==> src/rtl/fpu_issue_scoreboard.sv <==
// FPU decode/issue stage: decodes FP instructions, scoreboards in-flight FP
// destinations, reserves the shared writeback port and serialises the divider.
module fpu_issue_scoreboard #(
  parameter int LAT_ADD  = 2,
  parameter int LAT_MUL  = 2,
  parameter int LAT_DIV  = 10,
  parameter int LAT_CVT  = 2,
  parameter int LAT_MISC = 1,
  parameter int NREG     = 32,
  parameter int MAX_LAT  = 10
) (
  input  logic                    clk,
  input  logic                    rst,
  input  logic                    in_valid,
  output logic                    in_ready,
  input  logic [1:0]              ALUop,
  input  logic [2:0]              funct3,
  input  logic [4:0]              funct7b6to2,
  input  logic [$clog2(NREG)-1:0] rs1,
  input  logic [$clog2(NREG)-1:0] rs2,
  input  logic [$clog2(NREG)-1:0] rd,
  input  logic                    flush,
  output logic                    issue_valid,
  output logic [6:0]              ALUControl,
  output logic                    FPURegWrite,
  output logic                    not_fpu_src_a,
  output logic                    illegal,
  output logic                    wb_valid,
  output logic [$clog2(NREG)-1:0] wb_rd,
  output logic                    wb_fpu
);
  localparam int RW = $clog2(NREG);
  localparam int LW = $clog2(MAX_LAT + 1);
  localparam int DW = $clog2(LAT_DIV + 1);

  logic [6:0]    w_ctrl;
  logic          w_fpwr, w_nfa, w_ill, w_ls, w_use_rs2, w_is_div;
  logic [LW-1:0] w_lat;
  logic          w_track, w_hazard, w_fire, w_sched;

  logic [NREG-1:0] r_pend;
  logic [DW-1:0]   r_div;
  logic            r_issue, r_fpwr, r_nfa, r_ill;
  logic [6:0]      r_ctrl;

  // Writeback delay line: slot d holds the writeback due d cycles from now.
  logic          w_slot_v   [MAX_LAT+1];
  logic [RW-1:0] w_slot_rd  [MAX_LAT+1];
  logic          w_slot_fpu [MAX_LAT+1];

  always_comb begin
    w_ctrl    = '0;
    w_fpwr    = 1'b1;
    w_nfa     = 1'b0;
    w_ill     = 1'b0;
    w_ls      = 1'b0;
    w_use_rs2 = 1'b0;
    w_is_div  = 1'b0;
    w_lat     = LW'(LAT_MISC);
    if (ALUop == 2'b00) begin
      w_ls = 1'b1;
    end else begin
      case (funct7b6to2)
        5'b00000: begin w_ctrl = 7'b1000000; w_use_rs2 = 1'b1; w_lat = LW'(LAT_ADD); end
        5'b00001: begin w_ctrl = 7'b1000001; w_use_rs2 = 1'b1; w_lat = LW'(LAT_ADD); end
        5'b00010: begin w_ctrl = 7'b1000010; w_use_rs2 = 1'b1; w_lat = LW'(LAT_MUL); end
        5'b00011: begin
          w_ctrl = 7'b1000011; w_use_rs2 = 1'b1; w_lat = LW'(LAT_DIV); w_is_div = 1'b1;
        end
        5'b01011: begin w_ctrl = 7'b1000111; w_lat = LW'(LAT_DIV); w_is_div = 1'b1; end
        5'b10100: begin
          w_fpwr    = 1'b0;
          w_use_rs2 = 1'b1;
          case (funct3)
            3'b010:  w_ctrl = 7'b1000100;
            3'b001:  w_ctrl = 7'b1000101;
            3'b000:  w_ctrl = 7'b1000110;
            default: w_ill  = 1'b1;
          endcase
        end
        5'b00100: begin
          w_use_rs2 = 1'b1;
          case (funct3)
            3'b000:  w_ctrl = 7'b0100010;
            3'b001:  w_ctrl = 7'b0100011;
            default: w_ill  = 1'b1;
          endcase
        end
        5'b11000: begin w_ctrl = 7'b1001111; w_fpwr = 1'b0; w_lat = LW'(LAT_CVT); end
        5'b11010: begin w_ctrl = 7'b1010111; w_nfa = 1'b1; w_lat = LW'(LAT_CVT); end
        5'b11100: begin w_ctrl = 7'b0100001; w_fpwr = 1'b0; end
        5'b11110: begin w_ctrl = 7'b0100001; w_nfa = 1'b1; end
        default:  w_ill = 1'b1;
      endcase
    end
    if (w_ill) begin
      w_ctrl = '0;
      w_fpwr = 1'b0;
      w_nfa  = 1'b0;
    end
  end

  // Load/store and illegal encodings never wait on the scoreboard.
  assign w_track  = !w_ls && !w_ill;
  assign w_hazard = (!w_nfa && r_pend[rs1]) || (w_use_rs2 && r_pend[rs2]) ||
                    (w_fpwr && r_pend[rd]) || w_slot_v[w_lat] ||
                    (w_is_div && (r_div != '0));
  assign in_ready = !flush && (!w_track || !w_hazard);
  assign w_fire   = in_valid && in_ready;
  assign w_sched  = w_fire && w_track;

  assign w_slot_v[MAX_LAT]   = 1'b0;
  assign w_slot_rd[MAX_LAT]  = '0;
  assign w_slot_fpu[MAX_LAT] = 1'b0;

  genvar gi;
  generate
    for (gi = 0; gi < MAX_LAT; gi++) begin : g_slot
      logic          r_v, r_fpu;
      logic [RW-1:0] r_rd;
      logic          w_ins;
      assign w_ins = w_sched && (w_lat == LW'(gi + 1));
      always_ff @(posedge clk or posedge rst) begin
        if (rst) begin
          r_v <= 1'b0; r_rd <= '0; r_fpu <= 1'b0;
        end else if (flush) begin
          r_v <= 1'b0; r_rd <= '0; r_fpu <= 1'b0;
        end else if (w_ins) begin
          r_v <= 1'b1; r_rd <= rd; r_fpu <= w_fpwr;
        end else begin
          r_v <= w_slot_v[gi+1]; r_rd <= w_slot_rd[gi+1]; r_fpu <= w_slot_fpu[gi+1];
        end
      end
      assign w_slot_v[gi]   = r_v;
      assign w_slot_rd[gi]  = r_rd;
      assign w_slot_fpu[gi] = r_fpu;
    end
  endgenerate

  always_ff @(posedge clk or posedge rst) begin
    if (rst) begin
      r_pend <= '0; r_div <= '0;
      r_issue <= 1'b0; r_ctrl <= '0; r_fpwr <= 1'b0; r_nfa <= 1'b0; r_ill <= 1'b0;
    end else if (flush) begin
      r_pend <= '0; r_div <= '0;
      r_issue <= 1'b0; r_ctrl <= '0; r_fpwr <= 1'b0; r_nfa <= 1'b0; r_ill <= 1'b0;
    end else begin
      r_issue <= w_fire && !w_ill;
      r_ill   <= w_fire && w_ill;
      r_ctrl  <= w_fire ? w_ctrl : 7'd0;
      r_fpwr  <= w_fire && w_fpwr;
      r_nfa   <= w_fire && w_nfa;
      // The issue cycle counts as the first busy cycle of the divider.
      if (w_sched && w_is_div)
        r_div <= DW'(LAT_DIV - 1);
      else if (r_div != '0)
        r_div <= r_div - DW'(1);
      if (w_slot_v[0] && w_slot_fpu[0])
        r_pend[w_slot_rd[0]] <= 1'b0;
      if (w_sched && w_fpwr)
        r_pend[rd] <= 1'b1;
    end
  end

  assign issue_valid   = r_issue && !flush;
  assign ALUControl    = flush ? 7'd0 : r_ctrl;
  assign FPURegWrite   = r_fpwr && !flush;
  assign not_fpu_src_a = r_nfa && !flush;
  assign illegal       = r_ill && !flush;
  assign wb_valid      = w_slot_v[0] && !flush;
  assign wb_rd         = wb_valid ? w_slot_rd[0] : '0;
  assign wb_fpu        = wb_valid && w_slot_fpu[0];
endmodule

==> config.mk <==
export PLATFORM = sky130hd
export DESIGN_NAME = fpu_issue_scoreboard
export DESIGN_NICKNAME = d
export VERILOG_FILES = /design/src/rtl/fpu_issue_scoreboard.sv
export SDC_FILE = /design/constraint.sdc
export NUM_CORES = 1
export LEC_CHECK = 0
export BUFFER_PORTS_ARGS = -buffer_cell sky130_fd_sc_hd__buf_2
export CAP_MARGIN = 20
export CELL_PAD_IN_SITES_DETAIL_PLACEMENT = 0
export CELL_PAD_IN_SITES_GLOBAL_PLACEMENT = 1
export CORE_ASPECT_RATIO = 0.7
export CORE_UTILIZATION = 43
export DETAILED_ROUTE_END_ITERATION = 12
export PLACE_DENSITY = 0.84
export SYNTH_ARGS = -nofsm -noshare
export SYNTH_HDL_FRONTEND = slang
export SYNTH_SLANG_ARGS = --single-unit
==> constraint.sdc <==
create_clock -name clk -period 3.5 [get_ports clk]
set_clock_uncertainty 0.05 [all_clocks]
set_input_delay 0.35 -clock clk [delete_from_list [all_inputs] [get_ports clk]]
set_output_delay 0.35 -clock clk [all_outputs]
set_load 0.05 [all_outputs]
-- Word level (Yosys, flattened, before mapping)
Cells that the tools add are included.
- flip-flop bits (word level): 117
- latch bits: 0
- memory bits (writable): 0
- bits in read-only memories: 0
- output and inout bits: 19
- word-level logic and storage cells: 239
- memories kept: 0
- add/subtract/negate cells: 1
- $mul: 0
- divide/modulo/power cells: 0
- $lt $le $gt $ge: 7
- equality and inequality tests: 22
- shift operators: 0
- mux-type cells: 110
- bitwise logic cells: 4
- reduce and logical (&&, ||, !) cells: 58
- operator list (operator ; number):
    $mux W32 ; 4
    $mux W5 ; 21
    $pmux W7 S10 ; 1
    $mux W1 ; 65
    $mux W7 ; 5
    $logic_and A1 B1 Y1 ; 33
    $and A32 B32 Y32 ; 1
    $not A32 Y32 ; 1
    $or A32 B32 Y32 ; 1
    $eq A5 B5 Y1 const B ; 5
    $lt A5 B6 Y1 const B ; 4
    $pmux W7 S3 ; 1
    $eq A4 B3 Y1 const B ; 4
    $mux W4 ; 4
    $bmux W1 S5 ; 3
    $eq A4 B4 Y1 const B ; 3
    $pmux W6 S2 ; 1
    $demux W1 S5 ; 2
    $eq A5 B2 Y1 const B ; 2
    $ge A5 B1 Y1 const B ; 2
    $reduce_or A9 Y1 ; 1
    $eq A4 B2 Y1 const B ; 2
    $pmux W4 S2 ; 1
    $reduce_or A2 Y1 ; 4
    21 further kinds ; 31

-- Depth between registers and ports, before layout
- depth in word-level cells: 20
- gate-level depth with buffers: 11

-- Worst setup path before layout
Ideal clock, no wire load.
- path type: reg2out
- from: reg r_div[0]
- to: out in_ready
- arrival time: 2.328 ns
- setup slack: 0.772 ns
- stages on the path, launching flop included: 9
- buffers on the path: 0
- path through: dfrtp_1 inv_1 ha_1 nor3b_1 a32oi_1 o22ai_1 o2111a_1 nor2_1 nor2_1
- word-level cells in the longest chain between the ends: 6
- RTL lines (item ; RTL line ; RTL):
    start, declared ; 42 ; logic [DW-1:0] r_div;
    start signal, assigned ; 155 ; r_div <= DW'(LAT_DIV - 1);
    start signal, assigned ; 157 ; r_div <= r_div - DW'(1);
    $reduce_bool A4 Y1 ; 107 ; (w_is_div && (r_div != '0));
    $logic_and A1 B1 Y1 ; 107 ;
    $logic_or A1 B1 Y1 ; 106 ; (w_fpwr && r_pend[rd]) || w_slot_v[w_lat] ||
    $logic_not A1 Y1 ; 108 ; assign in_ready = !flush && (!w_track || !w_hazard);
    $logic_or A1 B1 Y1 ; 108 ;
    $logic_and A1 B1 Y1 ; 108 ;
    end, declared ; 15 ; output logic in_ready,
Every way passes these cells.

-- Worst setup path after layout
Ends and elaborated chain as after synthesis.

==> metrics.md <==
| Metric | Value |
|---|---|
| Top Metal Used | `met4` |
| Placed Area | `0.00623 mm2` |
| Sequential share of the synthesized area | `49.6%` |
| Port Buffer Count | `47` |
| Clock-pin slew on the worst setup and hold paths | `0.06 ns` |
| DIE AREA | `0.0142 mm2` |
| Ranking of synthesized cells by area | `dfrtp_1 50%, nor2b_1 7.0%, o41ai_1 4.9%` |
| Final instance area | `0.00688 mm2` |
| Crit path max-delay cell type | `nor3b_1` |
| Worst vdd ir | `351 uV` |
| Startpoint Class | `register` |
| Ys Warns | `0` |
| P&R area growth vs syn | `16.5%` |
| First drt pass iteration count | `5` |
| Vias in the first global route | `4635` |
| Tmin final | `3.28 ns` |
| Antenna violations before repair | `0` |
| CTS Sinks | `117` |
| Combinational Power Share | `10.4%` |
| Global route overflow | `0` |
| Crit path cell chain | `inv_1, ha_1, nor3b_1, a32oi_1, o22ai_1, o2111a_1, nor2_1, nor2_1, buf_2` |
| Routed via count | `4766` |
| Total GRT Usage | `24.0%` |
| Pwr Total | `3.57 mW` |
| Sw frac | `24.2%` |
| Final ANT Viol Nets | `0` |
| P_sw | `862 uW` |
| Status | `finished, final reports clean` |
| Post-synth EDFFs | `0` |
| Min Hold Slack | `0.182 ns` |
| Mapped Nets | `594` |
| Worst r2r path cells | `9` |
| Reg2reg setup slack | `0.37 ns` |
| Clock Tree Buf Depth | `2` |
| Worst R2R End | `r_pend[15]` |
| Die Y-Extent | `100 um` |
| Synth Instances | `563` |
| DRC | `0` |
| Mapped Area | `0.00591 mm2` |
| Post-CTS Setup Bufs | `0` |
| Relative slew slack | `56.1%` |
| Die W | `142 um` |
| Critical path launch point | `r_div[0]` |
| Synth top area share | `49.6%` |
| CP required | `3.10 ns` |
| RSZ-0062 raised after global routing | `no` |
| Yosys top cell by area | `dfrtp_1` |
| Arrival time worst endpoint | `2.88 ns` |
| Core Util, Final | `51.9%` |
| First-pass GRT wire length | `25300 um` |
| Max-Cap Viols | `0` |
| Synth cell types | `54` |
| Slowest Stage Delay on Critical Path | `0.56 ns` |
| ANT cells | `0` |
| Most common flop cell mapped by yosys | `dfrtp_1` |
| Initial Util | `44.5%` |
| CP most frequent cell | `nor2_1` |
| CTS tree | `built` |
| Highest Clock Rate | `305 MHz` |
| Commonest cells after routing, fill and taps aside | `117 x dfrtp_1, 66 x nor2b_1, 47 x buf_2, 46 x nand2_1, 33 x o41ai_1` |
| RR Startpoint | `r_div[0]` |
| Wire length on met1 | `7300 um` |
| Clock Power Share | `50.5%` |
| Setup TNS | `0 ns` |
| Synth Register Bits | `117` |
| Period utilization | `93.6%` |
| Flop pwr share | `39.1%` |
| Leak Pwr | `3.05 nW` |
| Layout cell share with drive strength beyond 1 | `17.1%` |
| Final Max Tran Viols | `0` |
| Num ports | `48` |
| CP Max Fanout | `5` |
| Synth async-reset ratio | `100%` |
| Final Hold Viols | `0` |
| Vias per inst | `6.02` |
| Hold WC Path Type | `primary input to register` |
| Largest net degree at the start of global routing | `77` |
| Cell-internal power | `2.71 mW` |
| Final wirelength | `16000 um` |
| WL met2 | `6770 um` |
| GPL Wtd Cong | `0.913` |
| Total CTS buffers | `17` |
| Met3 wire len | `1720 um` |
| Critical Setup Path Class | `register to output pin` |
| Filler cell count | `1163` |
| Worst setup endpoint | `in_ready` |
| Root Buffer | `clkbuf_16` |
| CTS H-tree lvls | `4` |
| Clock latency on the worst-skew pair | `0.42 ns` |
| Power Density | `519 mW/mm2` |
| Worst-Margin Slew | `0.657 ns` |
| Mapped Avg Cell Area | `10.5 um2` |
| Starting DRT DRC Count | `435` |
| CP endpoint kind | `output pin` |
| Commonest non-fill, non-tap cell in the layout | `dfrtp_1` |
| Setup violators final | `0` |
| Core ar. | `0.0133 mm2` |
| Layout Nets | `626` |
| Detail Placement HPWL | `11000 um` |
| Routed WL per cell | `20.2 um` |
| Post-CTS sizing | `0` |
| Row count | `35` |
## timing repair
action,in CTS,in global routing
endpoints found under the setup margin,0,0
endpoints found under the hold margin,0,1
hold buffers,0,1
## cells in the mapped netlist, types with 2 or more instances
| master | n |
|---|---|
| a2111oi_0 | 2 |
| a211oi_1 | 3 |
| a21oi_1 | 9 |
| a22oi_1 | 4 |
| a311oi_1 | 4 |
| a31oi_1 | 3 |
| and2_1 | 6 |
| and3_1 | 3 |
| buf_1 | 3 |
| buf_2 | 6 |
| buf_6 | 6 |
| clkbuf_1 | 29 |
| dfrtp_1 | 117 |
| ha_1 | 2 |
| inv_1 | 18 |
| mux2_1 | 3 |
| mux2i_1 | 25 |
| mux4_2 | 12 |
| nand2_1 | 46 |
| nand2b_1 | 4 |
| nand3_1 | 29 |
| nand3b_1 | 6 |
| nand4_1 | 3 |
| nor2_1 | 24 |
| nor2b_1 | 66 |
| nor3_1 | 15 |
| nor3b_1 | 6 |
| o211ai_1 | 16 |
| o21ai_0 | 16 |
| o221ai_1 | 2 |
| o22ai_1 | 3 |
| o311ai_0 | 12 |
| o31ai_1 | 2 |
| o41ai_1 | 33 |
| or3_1 | 5 |
| xnor2_1 | 2 |
## worst max-delay path: cells and delay by family (launching register included)
kind	cells	cell delay [ns]
compound gates	3	0.77
simple gates	3	0.75
buf+inv	2	0.38
flops	1	0.37
fa+ha+maj	1	0.18
## sequential cells by signal, summed over array words and instances (netlist names)
| register | flops |
|---|---|
| g_slot.r_v | 10 |
| g_slot.r_rd | 50 |
| r_issue | 1 |
| r_fpwr | 1 |
| g_slot.r_fpu | 10 |
| r_div | 4 |
| r_pend | 32 |
| r_ill | 1 |
| r_nfa | 1 |
| r_ctrl | 7 |
## kinds of logic (layout without fill, tap and decap cells)
group / Yosys count / in the layout / synth area share [%]
AO/OA/AOI/OAI: 118 / 118 / 15.3
XOR/XNOR: 3 / 3 / 0.445
adder cells (fa/ha/maj): 2 / 2 / 0.424
buffers and inverters: 62 / 106 / 4.83
flip-flops: 117 / 117 / 49.6
multiplexers: 40 / 40 / 9.38
AND/OR/NAND/NOR: 221 / 221 / 20.1
## routing by layer
layer,vias to the layer above,global-route usage [%]
met5,-,0
li1,2131,-
met3,21,9.16
met1,2377,34.7
met4,0,8.19
met2,237,32.7
## worst min path at each step
stage	depth (start not counted)	to	from
3_3_place_gp	1	g_slot[4].r_rd[2]	g_slot[5].r_rd[2]
2_1_floorplan	1	r_ctrl[4]	funct7b6to2[2]
5_1_grt	2	r_ctrl[4]	funct7b6to2[2]
3_5_place_dp	1	g_slot[4].r_rd[3]	g_slot[5].r_rd[3]
6_report	2	r_ctrl[4]	funct7b6to2[2]
4_1_cts	2	g_slot[2].r_rd[2]	rst
## through the flow
step                instances  setup WS, ns
finish                    792         0.225
floorplan                 563         0.772
global route              792        0.0124
CTS                       790         0.181
global placement          759         0.587
detailed placement        759         0.365
## final cells by class
type | count | area [um2] | share of cell area, %
flip-flops and latches | 117 | 2930 | 42.5
clock buffers | 23 | 498 | 7.24
clock inverters | 8 | 121 | 1.76
multi-input cells | 384 | 2690 | 39.1
well taps | 185 | 231 | 3.36
inverters | 18 | 71.3 | 1.04
repair buffers | 57 | 338 | 4.91
## power groups by stage
stage / combinational (mW) / clock [mW] / sequential [mW]
after floorplan: 0.265 / 0 / 1.41
after global placement: 0.347 / 0 / 1.41
after detailed placement: 0.361 / 0 / 1.42
after CTS: 0.366 / 1.82 / 1.39
after global routing: 0.407 / 1.89 / 1.40
final: 0.372 / 1.80 / 1.40
No activity file was read; power rests on OpenSTA's default activity.
